<file path="src/rtl/costas_pkg.sv">
// Shared definitions for the Costas carrier-loop supervisor: state encoding and width defaults.
package costas_pkg;

    localparam int unsigned ERR_W_DEF  = 13;
    localparam int unsigned COEF_W_DEF = 32;

    typedef enum logic [1:0] {
        ST_IDLE   = 2'd0,
        ST_REWORK = 2'd1,
        ST_ACQ    = 2'd2,
        ST_TRK    = 2'd3
    } costas_state_e;

    // A zero count threshold is treated as one window.
    function automatic logic [7:0] at_least_one(input logic [7:0] n);
        return (n == '0) ? 8'd1 : n;
    endfunction

endpackage

</file>
<file path="src/rtl/costas_err_window.sv">
// Phase-error magnitude accumulator over a 2**WIN_LOG2-strobe window; pulses window_done with the full sum.
module costas_err_window
    import costas_pkg::*;
#(
    parameter int unsigned ERR_W    = ERR_W_DEF,
    parameter int unsigned WIN_LOG2 = 6,
    localparam int unsigned SUM_W   = ERR_W + WIN_LOG2
) (
    input  logic                    clk,
    input  logic                    rst_n,
    input  logic                    clear,
    input  logic                    count_en,
    input  logic                    rdy,
    input  logic signed [ERR_W-1:0] err,
    output logic                    window_done,
    output logic [SUM_W-1:0]        window_sum
);

    logic [ERR_W-1:0]    mag;
    logic [SUM_W-1:0]    acc;
    logic [SUM_W-1:0]    sum_full;
    logic [WIN_LOG2-1:0] cnt;

    // Most-negative input saturates to the largest positive magnitude.
    always_comb begin
        mag = err;
        if (err[ERR_W-1]) begin
            if (err == {1'b1, {(ERR_W-1){1'b0}}})
                mag = {1'b0, {(ERR_W-1){1'b1}}};
            else
                mag = ~err + 1'b1;
        end
    end

    assign sum_full = acc + SUM_W'(mag);

    always_ff @(posedge clk or negedge rst_n) begin
        if (!rst_n) begin
            acc         <= '0;
            cnt         <= '0;
            window_done <= 1'b0;
            window_sum  <= '0;
        end else if (clear) begin
            acc         <= '0;
            cnt         <= '0;
            window_done <= 1'b0;
        end else begin
            window_done <= 1'b0;
            if (count_en && rdy) begin
                if (cnt == '1) begin
                    window_sum  <= sum_full;
                    window_done <= 1'b1;
                    acc         <= '0;
                    cnt         <= '0;
                end else begin
                    acc <= sum_full;
                    cnt <= cnt + 1'b1;
                end
            end
        end
    end

endmodule

</file>
<file path="src/rtl/costas_lock_supervisor.sv">
// Costas loop supervisor: restart sequencing, acquisition/tracking coefficient selection and lock detection.
module costas_lock_supervisor
    import costas_pkg::*;
#(
    parameter int unsigned CORDIC_OUTPUT_DATA_WIDTH  = ERR_W_DEF,
    parameter int unsigned FLL_PLL_COEFFICIENT_WIDTH = COEF_W_DEF,
    parameter int unsigned WINDOW_LEN_LOG2           = 6,
    parameter int unsigned REWORK_CYCLES             = 4,
    localparam int unsigned ERR_W  = CORDIC_OUTPUT_DATA_WIDTH,
    localparam int unsigned COEF_W = FLL_PLL_COEFFICIENT_WIDTH,
    localparam int unsigned SUM_W  = ERR_W + WINDOW_LEN_LOG2
) (
    input  logic                    iw_Clk_p_g,
    input  logic                    iw_Rst_n_g,
    input  logic                    iw_Enable,
    input  logic                    iw_Force_ReWork_h,
    input  logic                    iw_Carr_Error_Rdy_h,
    input  logic signed [ERR_W-1:0] iw_Carr_Phase_Error,
    input  logic [COEF_W-1:0]       iw_Acq_C1,
    input  logic [COEF_W-1:0]       iw_Acq_C2,
    input  logic [COEF_W-1:0]       iw_Acq_C3,
    input  logic [COEF_W-1:0]       iw_Trk_C1,
    input  logic [COEF_W-1:0]       iw_Trk_C2,
    input  logic [COEF_W-1:0]       iw_Trk_C3,
    input  logic [SUM_W-1:0]        iw_Lock_Thresh,
    input  logic [SUM_W-1:0]        iw_Unlock_Thresh,
    input  logic [7:0]              iw_Lock_Count,
    input  logic [7:0]              iw_Unlock_Count,
    input  logic [15:0]             iw_Acq_Timeout,
    output logic [COEF_W-1:0]       ow_PLL_C1,
    output logic [COEF_W-1:0]       ow_PLL_C2,
    output logic [COEF_W-1:0]       ow_PLL_C3,
    output logic                    ow_Loop_Filter_ReWork_h,
    output logic                    ow_Locked,
    output logic [1:0]              ow_State,
    output logic [SUM_W-1:0]        ow_Window_Err_Sum,
    output logic [7:0]              ow_Relock_Cnt
);

    localparam int unsigned RW_W = $clog2(REWORK_CYCLES + 1);

    costas_state_e     state, state_n;
    logic [RW_W-1:0]   rw_cnt, rw_cnt_n;
    logic [7:0]        good, good_n, bad, bad_n, relock, relock_n;
    logic [15:0]       tmo, tmo_n;
    logic [COEF_W-1:0] c1, c2, c3, c1_n, c2_n, c3_n;
    logic [SUM_W-1:0]  sum_q, sum_n;
    logic              rework_q, locked_q;
    logic              enter_rework, relock_inc;
    logic [8:0]        good_w, bad_w;
    logic [16:0]       tmo_w;
    logic              win_done, count_en;
    logic [SUM_W-1:0]  win_sum;

    assign count_en = (state == ST_ACQ) || (state == ST_TRK);

    costas_err_window #(
        .ERR_W    (ERR_W),
        .WIN_LOG2 (WINDOW_LEN_LOG2)
    ) u_err_window (
        .clk         (iw_Clk_p_g),
        .rst_n       (iw_Rst_n_g),
        .clear       (!count_en),
        .count_en    (count_en),
        .rdy         (iw_Carr_Error_Rdy_h),
        .err         (iw_Carr_Phase_Error),
        .window_done (win_done),
        .window_sum  (win_sum)
    );

    always_comb begin
        state_n      = state;
        rw_cnt_n     = rw_cnt;
        good_n       = good;
        bad_n        = bad;
        tmo_n        = tmo;
        c1_n         = c1;
        c2_n         = c2;
        c3_n         = c3;
        relock_n     = relock;
        sum_n        = sum_q;
        enter_rework = 1'b0;
        relock_inc   = 1'b0;
        good_w       = (win_sum < iw_Lock_Thresh)   ? ({1'b0, good} + 9'd1) : '0;
        bad_w        = (win_sum > iw_Unlock_Thresh) ? ({1'b0, bad} + 9'd1)  : '0;
        tmo_w        = {1'b0, tmo} + 17'd1;

        if (win_done)
            sum_n = win_sum;

        if (!iw_Enable) begin
            state_n = ST_IDLE;
        end else if (iw_Force_ReWork_h && state != ST_IDLE) begin
            enter_rework = 1'b1;
        end else begin
            case (state)
                ST_IDLE: enter_rework = 1'b1;
                ST_REWORK: begin
                    if (rw_cnt == RW_W'(REWORK_CYCLES - 1))
                        state_n = ST_ACQ;
                    else
                        rw_cnt_n = rw_cnt + 1'b1;
                end
                ST_ACQ: begin
                    if (win_done) begin
                        good_n = good_w[7:0];
                        tmo_n  = tmo_w[15:0];
                        // Lock is checked first so it wins over a coincident timeout.
                        if (good_w >= {1'b0, at_least_one(iw_Lock_Count)}) begin
                            state_n = ST_TRK;
                            c1_n    = iw_Trk_C1;
                            c2_n    = iw_Trk_C2;
                            c3_n    = iw_Trk_C3;
                            bad_n   = '0;
                        end else if (iw_Acq_Timeout != '0 && tmo_w >= {1'b0, iw_Acq_Timeout}) begin
                            enter_rework = 1'b1;
                            relock_inc   = 1'b1;
                        end
                    end
                end
                ST_TRK: begin
                    if (win_done) begin
                        bad_n = bad_w[7:0];
                        if (bad_w >= {1'b0, at_least_one(iw_Unlock_Count)}) begin
                            enter_rework = 1'b1;
                            relock_inc   = 1'b1;
                        end
                    end
                end
                default: state_n = ST_IDLE;
            endcase
        end

        if (enter_rework) begin
            state_n  = ST_REWORK;
            rw_cnt_n = '0;
            c1_n     = iw_Acq_C1;
            c2_n     = iw_Acq_C2;
            c3_n     = iw_Acq_C3;
            good_n   = '0;
            bad_n    = '0;
            tmo_n    = '0;
        end

        if (relock_inc && relock != 8'hFF)
            relock_n = relock + 8'd1;
    end

    always_ff @(posedge iw_Clk_p_g or negedge iw_Rst_n_g) begin
        if (!iw_Rst_n_g) begin
            state    <= ST_IDLE;
            rw_cnt   <= '0;
            good     <= '0;
            bad      <= '0;
            tmo      <= '0;
            c1       <= '0;
            c2       <= '0;
            c3       <= '0;
            relock   <= '0;
            sum_q    <= '0;
            rework_q <= 1'b0;
            locked_q <= 1'b0;
        end else begin
            state    <= state_n;
            rw_cnt   <= rw_cnt_n;
            good     <= good_n;
            bad      <= bad_n;
            tmo      <= tmo_n;
            c1       <= c1_n;
            c2       <= c2_n;
            c3       <= c3_n;
            relock   <= relock_n;
            sum_q    <= sum_n;
            rework_q <= (state_n == ST_REWORK);
            locked_q <= (state_n == ST_TRK);
        end
    end

    assign ow_PLL_C1               = c1;
    assign ow_PLL_C2               = c2;
    assign ow_PLL_C3               = c3;
    assign ow_Loop_Filter_ReWork_h = rework_q;
    assign ow_Locked               = locked_q;
    assign ow_State                = state;
    assign ow_Window_Err_Sum       = sum_q;
    assign ow_Relock_Cnt           = relock;

endmodule

</file>
<file path="config.mk">
export PLATFORM = sky130hd
export DESIGN_NAME = costas_lock_supervisor
export DESIGN_NICKNAME = d
export VERILOG_FILES = /design/src/rtl/costas_pkg.sv /design/src/rtl/costas_err_window.sv /design/src/rtl/costas_lock_supervisor.sv
export SDC_FILE = /design/constraint.sdc
export NUM_CORES = 1
export LEC_CHECK = 0
export CORE_MARGIN = 2
export CORE_UTILIZATION = 47
export CTS_CLUSTER_DIAMETER = 60
export CTS_CLUSTER_SIZE = 10
export DETAILED_ROUTE_END_ITERATION = 6
export GPL_TIMING_DRIVEN = 0
export PLACE_DENSITY = 0.81
export SETUP_SLACK_MARGIN = 0.1
export SYNTH_ARGS = -nofsm -noshare
export SYNTH_HDL_FRONTEND = slang
export SYNTH_SLANG_ARGS = --single-unit
</file>
<file path="constraint.sdc">
create_clock -name iw_Clk_p_g -period 5.68 [get_ports iw_Clk_p_g]
set_clock_uncertainty 0.1 [all_clocks]
set_input_delay 1.136 -clock iw_Clk_p_g [delete_from_list [all_inputs] [get_ports iw_Clk_p_g]]
set_output_delay 1.136 -clock iw_Clk_p_g [all_outputs]
set_load 0.005 [all_outputs]
</file>
==> flow_metrics.env <==
export IMPL_htree_num_levels=1
export IMPL_synth_distinct_cells=64
export IMPL_power_switching_uw=1228
export IMPL_grt_ovfl_total=0
export IMPL_rows=60
export IMPL_wl_met1_um=15270
export IMPL_p_seq_share_pct=38.0
export IMPL_slew_headroom_pct=40.37
export IMPL_r2r_slack_ns=0.92
export IMPL_synth_cells=1230
export IMPL_hold_slack_ns=0.2762
export IMPL_firstDrtPassIters=5
export IMPL_area_growth_pct=43.93
export IMPL_synth_area_leader_cell="dfrtp_1"
export IMPL_cp_arrival_ns=5.73
export IMPL_finalSetupViolCount=0
export IMPL_power_frac_comb_pct=30.0
export IMPL_synth_top_cells_by_count="dfrtp_1, mux2_2, nand2_1"
export IMPL_clkSinkCount=207
export IMPL_p_leak_uw=0.008261
export IMPL_nNetsFinal=2054
export IMPL_tightestPinTransition_ns=0.8891
export IMPL_yosys_most_used_dff="dfrtp_1"
export IMPL_cellPowerDensity_nw_per_um2=258.4
export IMPL_synth_most_common_cell="dfrtp_1"
export IMPL_synth_nets=1606
export IMPL_dp_slack_ns=-1.258
export IMPL_synth_seq_cells=207
export IMPL_crit_fanout=10
export IMPL_dp_hpwl_um=30830
export IMPL_insertion_delay_ns=0.52
export IMPL_synth_top_area_share_pct=40.80
export IMPL_power_frac_clock_pct=32.0
export IMPL_via_per_inst=5.390
export IMPL_highest_signal_layer="met5"
export IMPL_reg2reg_to="ow_PLL_C1[11]"
export IMPL_cts_hold_buf=0
export IMPL_grt_pass1_wl_um=60570
export IMPL_drtIter0Drc=545
export IMPL_grt_total_usage_pct=27.11
export IMPL_met3_length_um=2748
export IMPL_timing_rr_start="u_err_window.window_sum[2]"
export IMPL_drv_cap=0
export IMPL_crit_type="in -> reg"
export IMPL_dr_wl_met2_um=19010
export IMPL_synth_area_um2=12700
export IMPL_dieWidth_um=168.4
export IMPL_yosysSeqAreaShare_pct=40.80
export IMPL_dieArea_um2=28350
export IMPL_yosysWarnings=0
export IMPL_drv_slew=0
export IMPL_fin_util_pct=68.38
export IMPL_wire_per_inst_um=19.23
export IMPL_totalWireLength_um=39050
export IMPL_worst_setup_path_start_kind="input pin"
export IMPL_drive_above_1_share_pct=18.44
export IMPL_cts_root_buf="clkbuf_16"
export IMPL_fin_ws_ns=0.2398
export IMPL_cts_tree="built"
export IMPL_timing_final_crit_share_pct=95.78
export IMPL_status="finished, final reports clean"
export IMPL_drc=0
export IMPL_tns_ns=0
export IMPL_synth_edf_count=0
export IMPL_num_vias=10940
export IMPL_period_minus_slack_ns=5.440
export IMPL_grt_max_degree=118
export IMPL_fin_total_pwr_uw=4722
export IMPL_postSynth_asyncResetShare_pct=100.0
export IMPL_antenna_found_initial=3
export IMPL_max_freq_mhz=183.8
export IMPL_rsz0062_at_grt="false"
export IMPL_antenna_left=0
export IMPL_cts_clk_slew_worst_paths_ns=0.06
export IMPL_avgSynthCellArea_um2=10.32
export IMPL_holdCritPathClass="in -> async"
export IMPL_sw_frac_of_total_pct=26.00
export IMPL_cp_required_ns=5.97
export IMPL_start_util_pct=47.51
export IMPL_netlist_top_cells_area="dfrtp_1, mux2_2, ha_1, nand2_1, xor2_1"
export IMPL_die_h_um=168.4
export IMPL_first_global_vias=11320
export IMPL_hold_viol=0
export IMPL_gp_congestion=0.8729
export IMPL_ir_worst_vdd_uv=224.1
export IMPL_p_int_uw=3494
export IMPL_cp_end_kind="flip-flop"
export IMPL_io_buffers=406
export IMPL_rr_worst_depth=19
export IMPL_pin_count=407
export IMPL_fp_coreArea_um2=26730
export IMPL_numCtsBuffers=26
export IMPL_clock_path_buffers=3
==> layer usage <==
layer | track usage, % | vias up
li1 | - | 5208
met1 | 31.82 | 5218
met2 | 46.65 | 403
met3 | 6.864 | 108
met4 | 12.67 | 4
met5 | 0 | -
==> final cells by class <==
cell class              count  area [µm²]
repair buffers            420        4214
diodes                      2       5.005
flip-flops and latches    207        5180
multi-input cells         892        7089
clock buffers              35       745.7
inverters                  88       330.3
clock inverters             2       13.76
well taps                 341       426.7
plain buffers              43       270.3
fillers                  2036        8451
==> flip-flops by register name, summed over array words and instances (netlist names), 16 cells and up <==
| name | cells |
|---|---|
| ow_PLL_C1 | 32 |
| ow_PLL_C2 | 32 |
| ow_PLL_C3 | 32 |
| ow_Window_Err_Sum | 19 |
| u_err_window.acc | 19 |
| u_err_window.window_sum | 19 |
| tmo | 16 |
==> power by group through the flow <==
stage	Clock, µW	Combinational, µW	Sequential [µW]
global route	1610	1500	1810
finish	1510	1420	1790
global placement	0	1360	1810
detailed placement	0	1390	1820
CTS	1540	1410	1790
floorplan	0	554	1820
==> per-stage QoR <==
stage / cell area, µm² / cells
2_1_floorplan: 12700 / 1230
3_3_place_gp: 17190 / 1977
3_5_place_dp: 17250 / 1979
4_1_cts: 18100 / 2020
5_1_grt: 18270 / 2028
6_report: 18280 / 2030
==> timing repair <==
action | 4_1_cts | 5_1_grt
resized for setup | 18 | 50
endpoints found under the setup margin | 131 | 136
buffers inserted | 4 | 8
pin swaps | 6 | 14
==> cell usage in the layout (no fill, tap or decap), types with 5 or more instances in the layout <==
| cell type | n |
|---|---|
| a211oi_1 | 7 |
| a21o_1 | 8 |
| a21oi_1 | 44 |
| a22o_1 | 11 |
| and3_1 | 8 |
| buf_4 | 14 |
| clkbuf_1 | 22 |
| clkbuf_16 | 27 |
| clkbuf_2 | 6 |
| clkbuf_4 | 10 |
| clkdlybuf4s50_1 | 405 |
| dfrtp_1 | 207 |
| ha_1 | 95 |
| inv_1 | 88 |
| mux2_2 | 196 |
| mux2_4 | 18 |
| nand2_1 | 113 |
| nand2b_1 | 8 |
| nand3_1 | 44 |
| nand4_1 | 12 |
| nor2_1 | 84 |
| nor2b_1 | 10 |
| nor3_1 | 18 |
| nor4_1 | 8 |
| o21a_1 | 5 |
| o21ai_0 | 41 |
| o31ai_1 | 6 |
| or2_2 | 6 |
| xnor2_1 | 34 |
| xor2_1 | 40 |
==> logic make-up after synthesis <==
family	after synthesis	synth area share (%)
flops	207	40.80
other cells	1	0.02953
compound gates	166	8.485
mux	215	19.59
buf+inv	131	4.129
xor+xnor	74	5.105
fa+ha+maj	96	9.519
simple gates	340	12.35
==> how the worst max path moves through the flow <==
stage	from	to	slack (ns)	cells past startpoint
floorplan	iw_Lock_Thresh[8]	ow_PLL_C1[0]	0.49	19
global placement	iw_Rst_n_g	ow_PLL_C1[2]	-5.61	1
detailed placement	iw_Lock_Thresh[2]	ow_PLL_C1[22]	-1.26	20
CTS	iw_Lock_Thresh[2]	ow_PLL_C1[5]	0.10	20
global route	iw_Unlock_Thresh[6]	ow_PLL_C1[5]	0.02	22
finish	iw_Lock_Thresh[2]	ow_PLL_C1[11]	0.24	21
==> critical path: stages <==
cell	delay, ns
clkdlybuf4s50_1	0.46
inv_1	0.06
ha_1	0.31
a21oi_1	0.16
o21ai_0	0.21
a21oi_2	0.30
o21a_1	0.18
nand2_2	0.14
or2_2	0.34
ha_1	0.29
nor2b_1	0.09
o21ai_0	0.10
nand4_1	0.11
a31oi_2	0.12
nor3_4	0.39
a2111oi_4	0.15
or3_4	0.43
buf_6	0.16
buf_12	0.15
buf_12	0.15
mux2_4	0.29
Note: power is estimated with default switching activity, not from simulation.
